### src/rtl/toon_pkg.sv
// Shared types and constants for the toon/edge pixel path: raster timing, gray width, luma weights.
package toon_pkg;

  localparam int DATA_SIZE = 4;

  // 640x480 @ 60 Hz raster (default)
  localparam int H_LIMIT  = 800;
  localparam int V_LIMIT  = 525;
  localparam int H_ACTIVE = 640;
  localparam int V_ACTIVE = 480;

  // 800x600 @ 60 Hz raster
  localparam int H_LIMIT_SVGA  = 1056;
  localparam int V_LIMIT_SVGA  = 628;
  localparam int H_ACTIVE_SVGA = 800;
  localparam int V_ACTIVE_SVGA = 600;

  // BT.601 luma weights scaled by 256; they sum to 256 so y never exceeds 16 bits
  localparam int COEF_R = 77;
  localparam int COEF_G = 150;
  localparam int COEF_B = 29;

  typedef enum logic [1:0] {
    S_IDLE   = 2'd0,
    S_STREAM = 2'd1,
    S_STOP   = 2'd2
  } tx_state_t;

endpackage

### src/rtl/rgb2gray.sv
// Combinational RGB888 -> DATA_SIZE-bit gray (MSBs of 8-bit luma); zero latency, no flow control.
module rgb2gray #(
  parameter int DATA_SIZE = toon_pkg::DATA_SIZE
) (
  input  logic [23:0]          i_rgb,
  output logic [DATA_SIZE-1:0] o_gray
);
  import toon_pkg::*;

  logic [15:0] w_y;

  assign w_y = 16'(COEF_R) * {8'd0, i_rgb[23:16]}
             + 16'(COEF_G) * {8'd0, i_rgb[15:8]}
             + 16'(COEF_B) * {8'd0, i_rgb[7:0]};

  assign o_gray = w_y[15 -: DATA_SIZE];

endmodule

### src/rtl/pixel_stream_tx.sv
// Raster-locked gray pixel transmitter: pops RGB from a FIFO, emits one sample/clock, 1-cycle latency.
// Never stalls: an empty FIFO during active video yields a 0 sample and sets sticky o_underrun.
module pixel_stream_tx #(
  parameter int DATA_SIZE = toon_pkg::DATA_SIZE,
  parameter int H_LIMIT   = toon_pkg::H_LIMIT,
  parameter int V_LIMIT   = toon_pkg::V_LIMIT,
  parameter int H_ACTIVE  = toon_pkg::H_ACTIVE,
  parameter int V_ACTIVE  = toon_pkg::V_ACTIVE
) (
  input  logic                 i_clk,
  input  logic                 i_rst,
  input  logic                 i_enable,
  input  logic                 i_clr_err,
  input  logic                 i_pix_valid,
  input  logic [23:0]          i_pix_data,
  output logic                 o_pix_ready,
  output logic                 o_is_new_read,
  output logic [DATA_SIZE-1:0] o_data,
  output logic [10:0]          o_h_cursor,
  output logic [10:0]          o_v_cursor,
  output logic                 o_underrun,
  output logic                 o_busy
);
  import toon_pkg::*;

  localparam logic [10:0] LP_H_LAST = 11'(H_LIMIT - 1);
  localparam logic [10:0] LP_V_LAST = 11'(V_LIMIT - 1);
  localparam logic [10:0] LP_H_ACT  = 11'(H_ACTIVE);
  localparam logic [10:0] LP_V_ACT  = 11'(V_ACTIVE);

  tx_state_t              r_state, w_state_nxt;
  logic [10:0]            r_h, r_v, w_h_nxt, w_v_nxt;
  logic [10:0]            r_h_cur, r_v_cur;
  logic [DATA_SIZE-1:0]   r_data;
  logic                   r_new, r_underrun;
  logic                   w_h_last, w_v_last, w_frame_end, w_pop;
  logic [DATA_SIZE-1:0]   w_gray;

  rgb2gray #(.DATA_SIZE(DATA_SIZE)) u_rgb2gray (
    .i_rgb  (i_pix_data),
    .o_gray (w_gray)
  );

  assign w_h_last    = (r_h == LP_H_LAST);
  assign w_v_last    = (r_v == LP_V_LAST);
  assign w_frame_end = w_h_last && w_v_last;

  always_comb begin
    w_state_nxt = r_state;
    w_h_nxt     = r_h;
    w_v_nxt     = r_v;
    // Reset gating keeps a pending reset from consuming a FIFO word
    w_pop       = (r_state != S_IDLE) && (r_h < LP_H_ACT) && (r_v < LP_V_ACT) && !i_rst;

    case (r_state)
      S_IDLE:   if (i_enable && i_pix_valid) w_state_nxt = S_STREAM;
      S_STREAM: begin
        if (w_frame_end) begin
          if (!i_enable) w_state_nxt = S_IDLE;
        end else if (!i_enable) begin
          w_state_nxt = S_STOP;
        end
      end
      S_STOP:   if (w_frame_end) w_state_nxt = S_IDLE;
      default:  w_state_nxt = S_IDLE;
    endcase

    if (r_state != S_IDLE) begin
      if (w_h_last) begin
        w_h_nxt = '0;
        w_v_nxt = w_v_last ? 11'd0 : r_v + 11'd1;
      end else begin
        w_h_nxt = r_h + 11'd1;
      end
    end
  end

  always_ff @(posedge i_clk) begin
    if (i_rst) begin
      r_state    <= S_IDLE;
      r_h        <= '0;
      r_v        <= '0;
      r_data     <= '0;
      r_h_cur    <= '0;
      r_v_cur    <= '0;
      r_new      <= 1'b0;
      r_underrun <= 1'b0;
    end else begin
      r_state <= w_state_nxt;
      r_h     <= w_h_nxt;
      r_v     <= w_v_nxt;
      r_data  <= (w_pop && i_pix_valid) ? w_gray : '0;
      r_h_cur <= r_h;
      r_v_cur <= r_v;
      r_new   <= (r_state != S_IDLE) && (r_h == 11'd0) && (r_v == 11'd0);
      // A fresh underrun wins over a simultaneous clear
      if (w_pop && !i_pix_valid) r_underrun <= 1'b1;
      else if (i_clr_err)        r_underrun <= 1'b0;
    end
  end

  assign o_pix_ready   = w_pop;
  assign o_is_new_read = r_new;
  assign o_data        = r_data;
  assign o_h_cursor    = r_h_cur;
  assign o_v_cursor    = r_v_cur;
  assign o_underrun    = r_underrun;
  assign o_busy        = (r_state != S_IDLE);

endmodule
### config.mk
export PLATFORM = sky130hd
export DESIGN_NAME = pixel_stream_tx
export DESIGN_NICKNAME = d
export VERILOG_FILES = /design/src/rtl/toon_pkg.sv /design/src/rtl/rgb2gray.sv /design/src/rtl/pixel_stream_tx.sv
export SDC_FILE = /design/constraint.sdc
export NUM_CORES = 1
export LEC_CHECK = 0
export CAP_MARGIN = 10
export CORE_MARGIN = 3
export CORE_UTILIZATION = 40
export DETAILED_ROUTE_END_ITERATION = 10
export GPL_TIMING_DRIVEN = 0
export PLACE_DENSITY = 0.57
export SKIP_LAST_GASP = 1
export SLEW_MARGIN = 10
export SYNTH_ARGS = -nofsm -noshare
export SYNTH_HDL_FRONTEND = slang
export SYNTH_HIERARCHICAL = 1
export SYNTH_SLANG_ARGS = --single-unit
### constraint.sdc
create_clock -name i_clk -period 20.7 [get_ports i_clk]
set_input_delay 4.14 -clock i_clk [delete_from_list [all_inputs] [get_ports i_clk]]
set_output_delay 4.14 -clock i_clk [all_outputs]
set_load 0.05 [all_outputs]
Yosys cells after proc, flatten, opt, wreduce, memory -nomap -nowiden
Index checks and enable logic that the tools add are counted.
{"block": "word_totals", "regBits": 52, "input_bits": 29, "out_inout_bits": 30, "word_cells": 54}
{"block": "classes", "add_sub_neg": 4, "multipliers": 3, "n_lt_le_gt_ge": 2, "eq_ne": 7, "muxes": 10, "n_bitwise": 1, "reduce_logical": 19}
{"operator": "$mul A7 B8 Y15 const A", "count": 2}
{"operator": "$add A11 B1 Y11 const B", "count": 2}
{"operator": "$eq A11 B10 Y1 const B", "count": 2}
{"operator": "$logic_not A11 Y1", "count": 2}
{"operator": "$mux W11", "count": 2}
{"operator": "$add A15 B16 Y16", "count": 1}
{"operator": "$add A16 B13 Y16", "count": 1}
{"operator": "$mul A5 B8 Y13 const A", "count": 1}
{"operator": "$lt A11 B10 Y1 const B", "count": 1}
{"operator": "$lt A11 B9 Y1 const B", "count": 1}
{"operator": "$mux W2", "count": 5}
{"operator": "$logic_and A1 B1 Y1", "count": 9}
{"operator": "$ne A2 B2 Y1 const B", "count": 3}
{"operator": "$pmux W2 S3", "count": 1}
{"operator": "$reduce_bool A2 Y1", "count": 2}
{"operator": "$reduce_and A3 Y1", "count": 1}
{"operator": "$eq A2 B1 Y1 const B", "count": 1}
{"operator": "$eq A2 B2 Y1 const B", "count": 1}
{"operator": "$logic_not A1 Y1", "count": 2}
{"operator": "$logic_not A2 Y1", "count": 1}
{"operator": "$mux W1", "count": 2}
{"operator": "$reduce_and A2 Y1", "count": 1}
{"operator": "$reduce_or A2 Y1", "count": 1}
{"operator": "$not A1 Y1", "count": 1}

Longest topological paths before layout
Gate-level depths: netlist of the first run.
{"block": "logic_depth", "word_depth": 7, "depth_mapped": 26, "ltp_nobuf": 26}

Cells and area by module
The synthesis of the first run kept the hierarchy.
{"mod": "rgb2gray", "n_inst": 1, "cells_per_inst": 297, "area_per_inst_um2": 2937.8, "seq_area_each_um2": 0.0}
{"mod": "pixel_stream_tx", "n_inst": 1, "cells_per_inst": 214, "area_per_inst_um2": 1999.4, "seq_area_each_um2": 1041.0}

Worst setup path before layout of the first run
No wires, ideal clock.
{"block": "synth_timing", "kind": "input-to-reg", "startpoint": "input i_pix_data[12]", "endpoint": "register r_data[3] (netlist: o_data[3])", "setup_ps": 115, "arrival_ps": 9722, "required_ps": 20585, "setup_slack_ps": 10863, "stages": 26, "path_buffers": 0, "cell_sequence": "ha_1 > ha_1 > inv_1 > fa_1 > fa_1 > inv_1 > ha_1 > nand3_1 > o21bai_1 > nor2_1 > xnor2_1 > ha_1 > fa_1 > inv_1 > fa_1 > fa_1 > inv_1 > ha_1 > a21oi_1 > o21ai_0 > a211oi_2 > a21oi_1 > a21oi_1 > xnor2_1 > xnor2_1 > and2_1"}
{"block": "synth_via", "elab_chain_cells": 3}
{"element": "start, declared", "line_no": "pixel_stream_tx.sv:15", "rtl": "input logic [23:0] i_pix_data,"}
{"element": "$mul A7 B8 Y15", "line_no": "rgb2gray.sv:13", "rtl": "+ 16'(COEF_G) * {8'd0, i_rgb[15:8]}"}
{"element": "$add A15 B16 Y16", "line_no": "rgb2gray.sv:13"}
{"element": "$add A16 B13 Y16", "line_no": "rgb2gray.sv:14", "rtl": "+ 16'(COEF_B) * {8'd0, i_rgb[7:0]};"}
{"element": "named net w_gray[3]", "line_no": "pixel_stream_tx.sv:37", "rtl": "logic [DATA_SIZE-1:0] w_gray;"}
{"element": "end signal, assigned", "line_no": "pixel_stream_tx.sv:92", "rtl": "r_data <= (w_pop && i_pix_valid) ? w_gray : '0;"}
{"element": "end, declared", "line_no": "pixel_stream_tx.sv:34", "rtl": "logic [DATA_SIZE-1:0] r_data;"}
The timed path passes the listed nets, and every way through them passes these cells.
A chain may end at the register's enable or synchronous reset.

Worst setup path in the final report of the first run
Ends and elaborated chain as after synthesis.

==> summary.txt, run 1 <==
Clocking
  – Hold Buf Count CTS: 0
  – Skew-Pair Late Insertion Delay: around 280 ps
  – Root buffer cell: clkbuf_16
  – CTS tree: built
  – Clk slew on worst S/H paths: around 70 ps
  – Post-CTS Resized: 0
  – TritonCTS Sinks: 52
  – H-tree levels: 2
  – CTS Buffer Depth: 2
  – CTS Buf Count: 5
  – Post-CTS Setup Inserts: 0

Min path
  – Min-delay src: r_h[4]$_SDFFE_PP0N_
  – Hold-critical path depth: 1
  – Hold crit path type: register to register

Die
  – Die X: about 120 µm
  – # IOs: 59
  – Rows: 39
  – Core ar.: between 10000 and 15000 µm²
  – Chip height: about 120 µm
  – Starting Density: 42.0%
  – Die ar.: around 14000 µm²

Layout
  – Syn-to-layout area delta: 19.3%
  – Fin nets: approximately 750
  – # diodes: 0
  – Final core occ: between 50% and 60%
  – Commonest non-fill, non-tap cell in the layout: inv_1
  – Layout cells sized above 1: 3.81%
  – Most frequent cells in the layout: inv_1, ha_1, clkdlybuf4s50_1, fa_1, dfxtp_1

Critical path
  – CP Launch Type: input pin
  – Buf+Inv Stages, Crit Path: 5
  – Critical Path Max Stage Delay: 540 ps
  – Required time of the critical path: 20930 ps
  – FF-to-FF Start: r_h[1]$_SDFFE_PP0N_
  – Crit Path Category: input pin to register
  – Slowest-stage cell, CP: fa_1
  – Reg-to-reg slack, setup: 18030 ps
  – Worst Path Max Fanout: 4
  – Worst R2R Path Depth: 6
  – Top cell family by delay on the critical path: adder cells
  – Critical path depth: 27
  – Critical Path Source: i_pix_data[12]
  – Crit end category: register
  – Crit path arrival time: between 10000 and 15000 ps

Status
  – Status: finished clean

Place
  – I/O Buffers: 58
  – Post-DP HPWL: roughly 8400 µm
  – GP Congestion: roughly 0.86

Timing
  – RSZ-0062 raised after global routing: no
  – Worst-Margin Slew: around 1200 ps
  – Final setup violation count: 0
  – Max Fclk: ~0.094 GHz
  – Relative slew slack: a little over a fifth
  – Period utilization: between 50 and 60%
  – Setup TNS: 0 ps
  – Period minus WS final: 10650 ps
  – Final Hold Fails: 0
  – Slew Viols, Final: 0
  – Setup Skew: 3.30 ps

Power and ir drop
  – Cell Pwr Density: 122 nW/µm²
  – Pleak: about 2.7 nW
  – Maximum vdd ir drop: 0.135 mV
  – Pwr Total: ~0.72 mW

Yosys
  – Asr flop ratio synth: 0%
  – EDFF count, synth: 0
  – Area fraction of the dominant cell type after synthesis: about 22%
  – Post-Syn Area: just under 5000 µm²
  – Cells after Synth: between 500 and 600
  – Syn_nets: around 680
  – Sequential cell area fraction in the yosys report: 21.1%
  – Area leader, netlist: fa_1
  – Top cells by area, synth: fa_1, ha_1, dfxtp_1
  – Synth unique cells: 43
  – Synth Flop Type: dfxtp_1
  – Synth Area per Inst: ~9.7 µm²
  – Synth warn: 6
  – Flops & latches, synth: 52

Detailed routing
  – Remaining antenna violation count: 0
  – Vias per cell: between 4 and 5
  – Vias: approximately 3600
  – Drt wl/cell: about 13 µm
  – DRC violations left: 0
  – Initial drt markers: 136
  – Pre-antenna DRT Iters: 4
  – Routed WL: just under 10000 µm

Global routing
  – Gr usage total: between 10% and 20%
  – Largest net degree at the start of global routing: 17
  – Global-route wire length before repair: approximately 17000 µm
  – Total gr overflow: 0
  – Via count of the first global-routing pass: 3611
  – Initial antenna violation count: 0

Job
  – Max-Cap Viols: 0
[layout make-up]
type,instances,area (µm²)
repair buffers,58,581
flip-flops and latches,52,1040
multi-input cells,350,3480
clock buffers,6,129
well taps,164,205
plain buffers,10,41.3
fillers,1117,5870
inverters,99,372
clock inverters,2,38.8
[state kept, by name (all words and copies together) (netlist names)]
register       flops
o_v_cursor        11
o_h_cursor        11
r_h               11
o_data             4
r_state            2
r_v               11
o_is_new_read      1
o_underrun         1
[report_power, final]
| part | internal, mW | switching, mW | total [mW] |
|---|---|---|---|
| sequential | 0.103 | 0.00140 | 0.104 |
| combinational | 0.230 | 0.290 | 0.521 |
| clock | 0.0575 | 0.0353 | 0.0928 |
[path summary, 6_finish.rpt]
check	endpoint
worst max-delay path	o_data[3]$_SDFF_PP0_
worst min-delay path	o_h_cursor[4]$_SDFF_PP0_
worst max register to register	r_v[5]$_SDFFE_PP0P_
worst min register to register	o_h_cursor[4]$_SDFF_PP0_
[cell families after synthesis]
kind of cell / after synthesis / synth area share [%]
muxes: 1 / 0.203
AOI/OAI and AO/OA: 64 / 8.29
and+or+nand+nor: 117 / 13.0
buffers and inverters: 109 / 8.36
DFF: 52 / 21.1
adders and majority gates: 143 / 44.6
xor gates and xnor gates: 25 / 4.43
[routing by layer]
metal  wire length (µm)  GRT usage [%]  share of wire [%]  up-vias
li1                   -              -                  -     1824
met1               4840           23.1                 49     1737
met2               4600           25.0                 47       57
met3                308           2.42                3.1        4
met4                 61           1.91               0.62        0
met5                  0              0                  0        -
[through the flow]
stage | cells | area (µm²) | setup slack, ps | hold WS (ps)
2_1_floorplan | 511 | 4940 | 10860 | 461
3_3_place_gp | 733 | 5720 | 9740 | 496
3_5_place_dp | 733 | 5720 | 9720 | 503
4_1_cts | 741 | 5890 | 9970 | 512
5_1_grt | 741 | 5890 | 9640 | 533
6_report | 741 | 5890 | 10050 | 510
[cells in the mapped netlist (4+ instances only)]
cell type	count
inv_1	99
fa_1	55
xor2_1	7
nor3_1	4
nand3_1	14
o31ai_1	8
a21oi_1	28
or4_1	10
clkbuf_1	6
nor2b_1	19
nand4_1	8
nand2_1	8
or2_2	5
dfxtp_1	52
xnor2_1	18
nor2_1	30
ha_1	88
nor4_1	6
and2_1	4
o21ai_0	5
(Power assumes the default switching activity.)
==> run 2: changes to the inputs <==
- clock period: 20.7 -> 11 ns (I/O delays scaled with it)
==> results of run 2 <==
Same layout as run 1 (identical final DEF). Status: finished clean.
Among the figures that moved: setup slack after placement 9720 ps -> 1960 ps; setup slack after layout 10050 ps -> 2290 ps; register-to-register setup slack 18030 ps -> 8330 ps; total power 0.717 mW -> 1.35 mW; worst IR drop on VDD 0.135 mV -> 0.254 mV
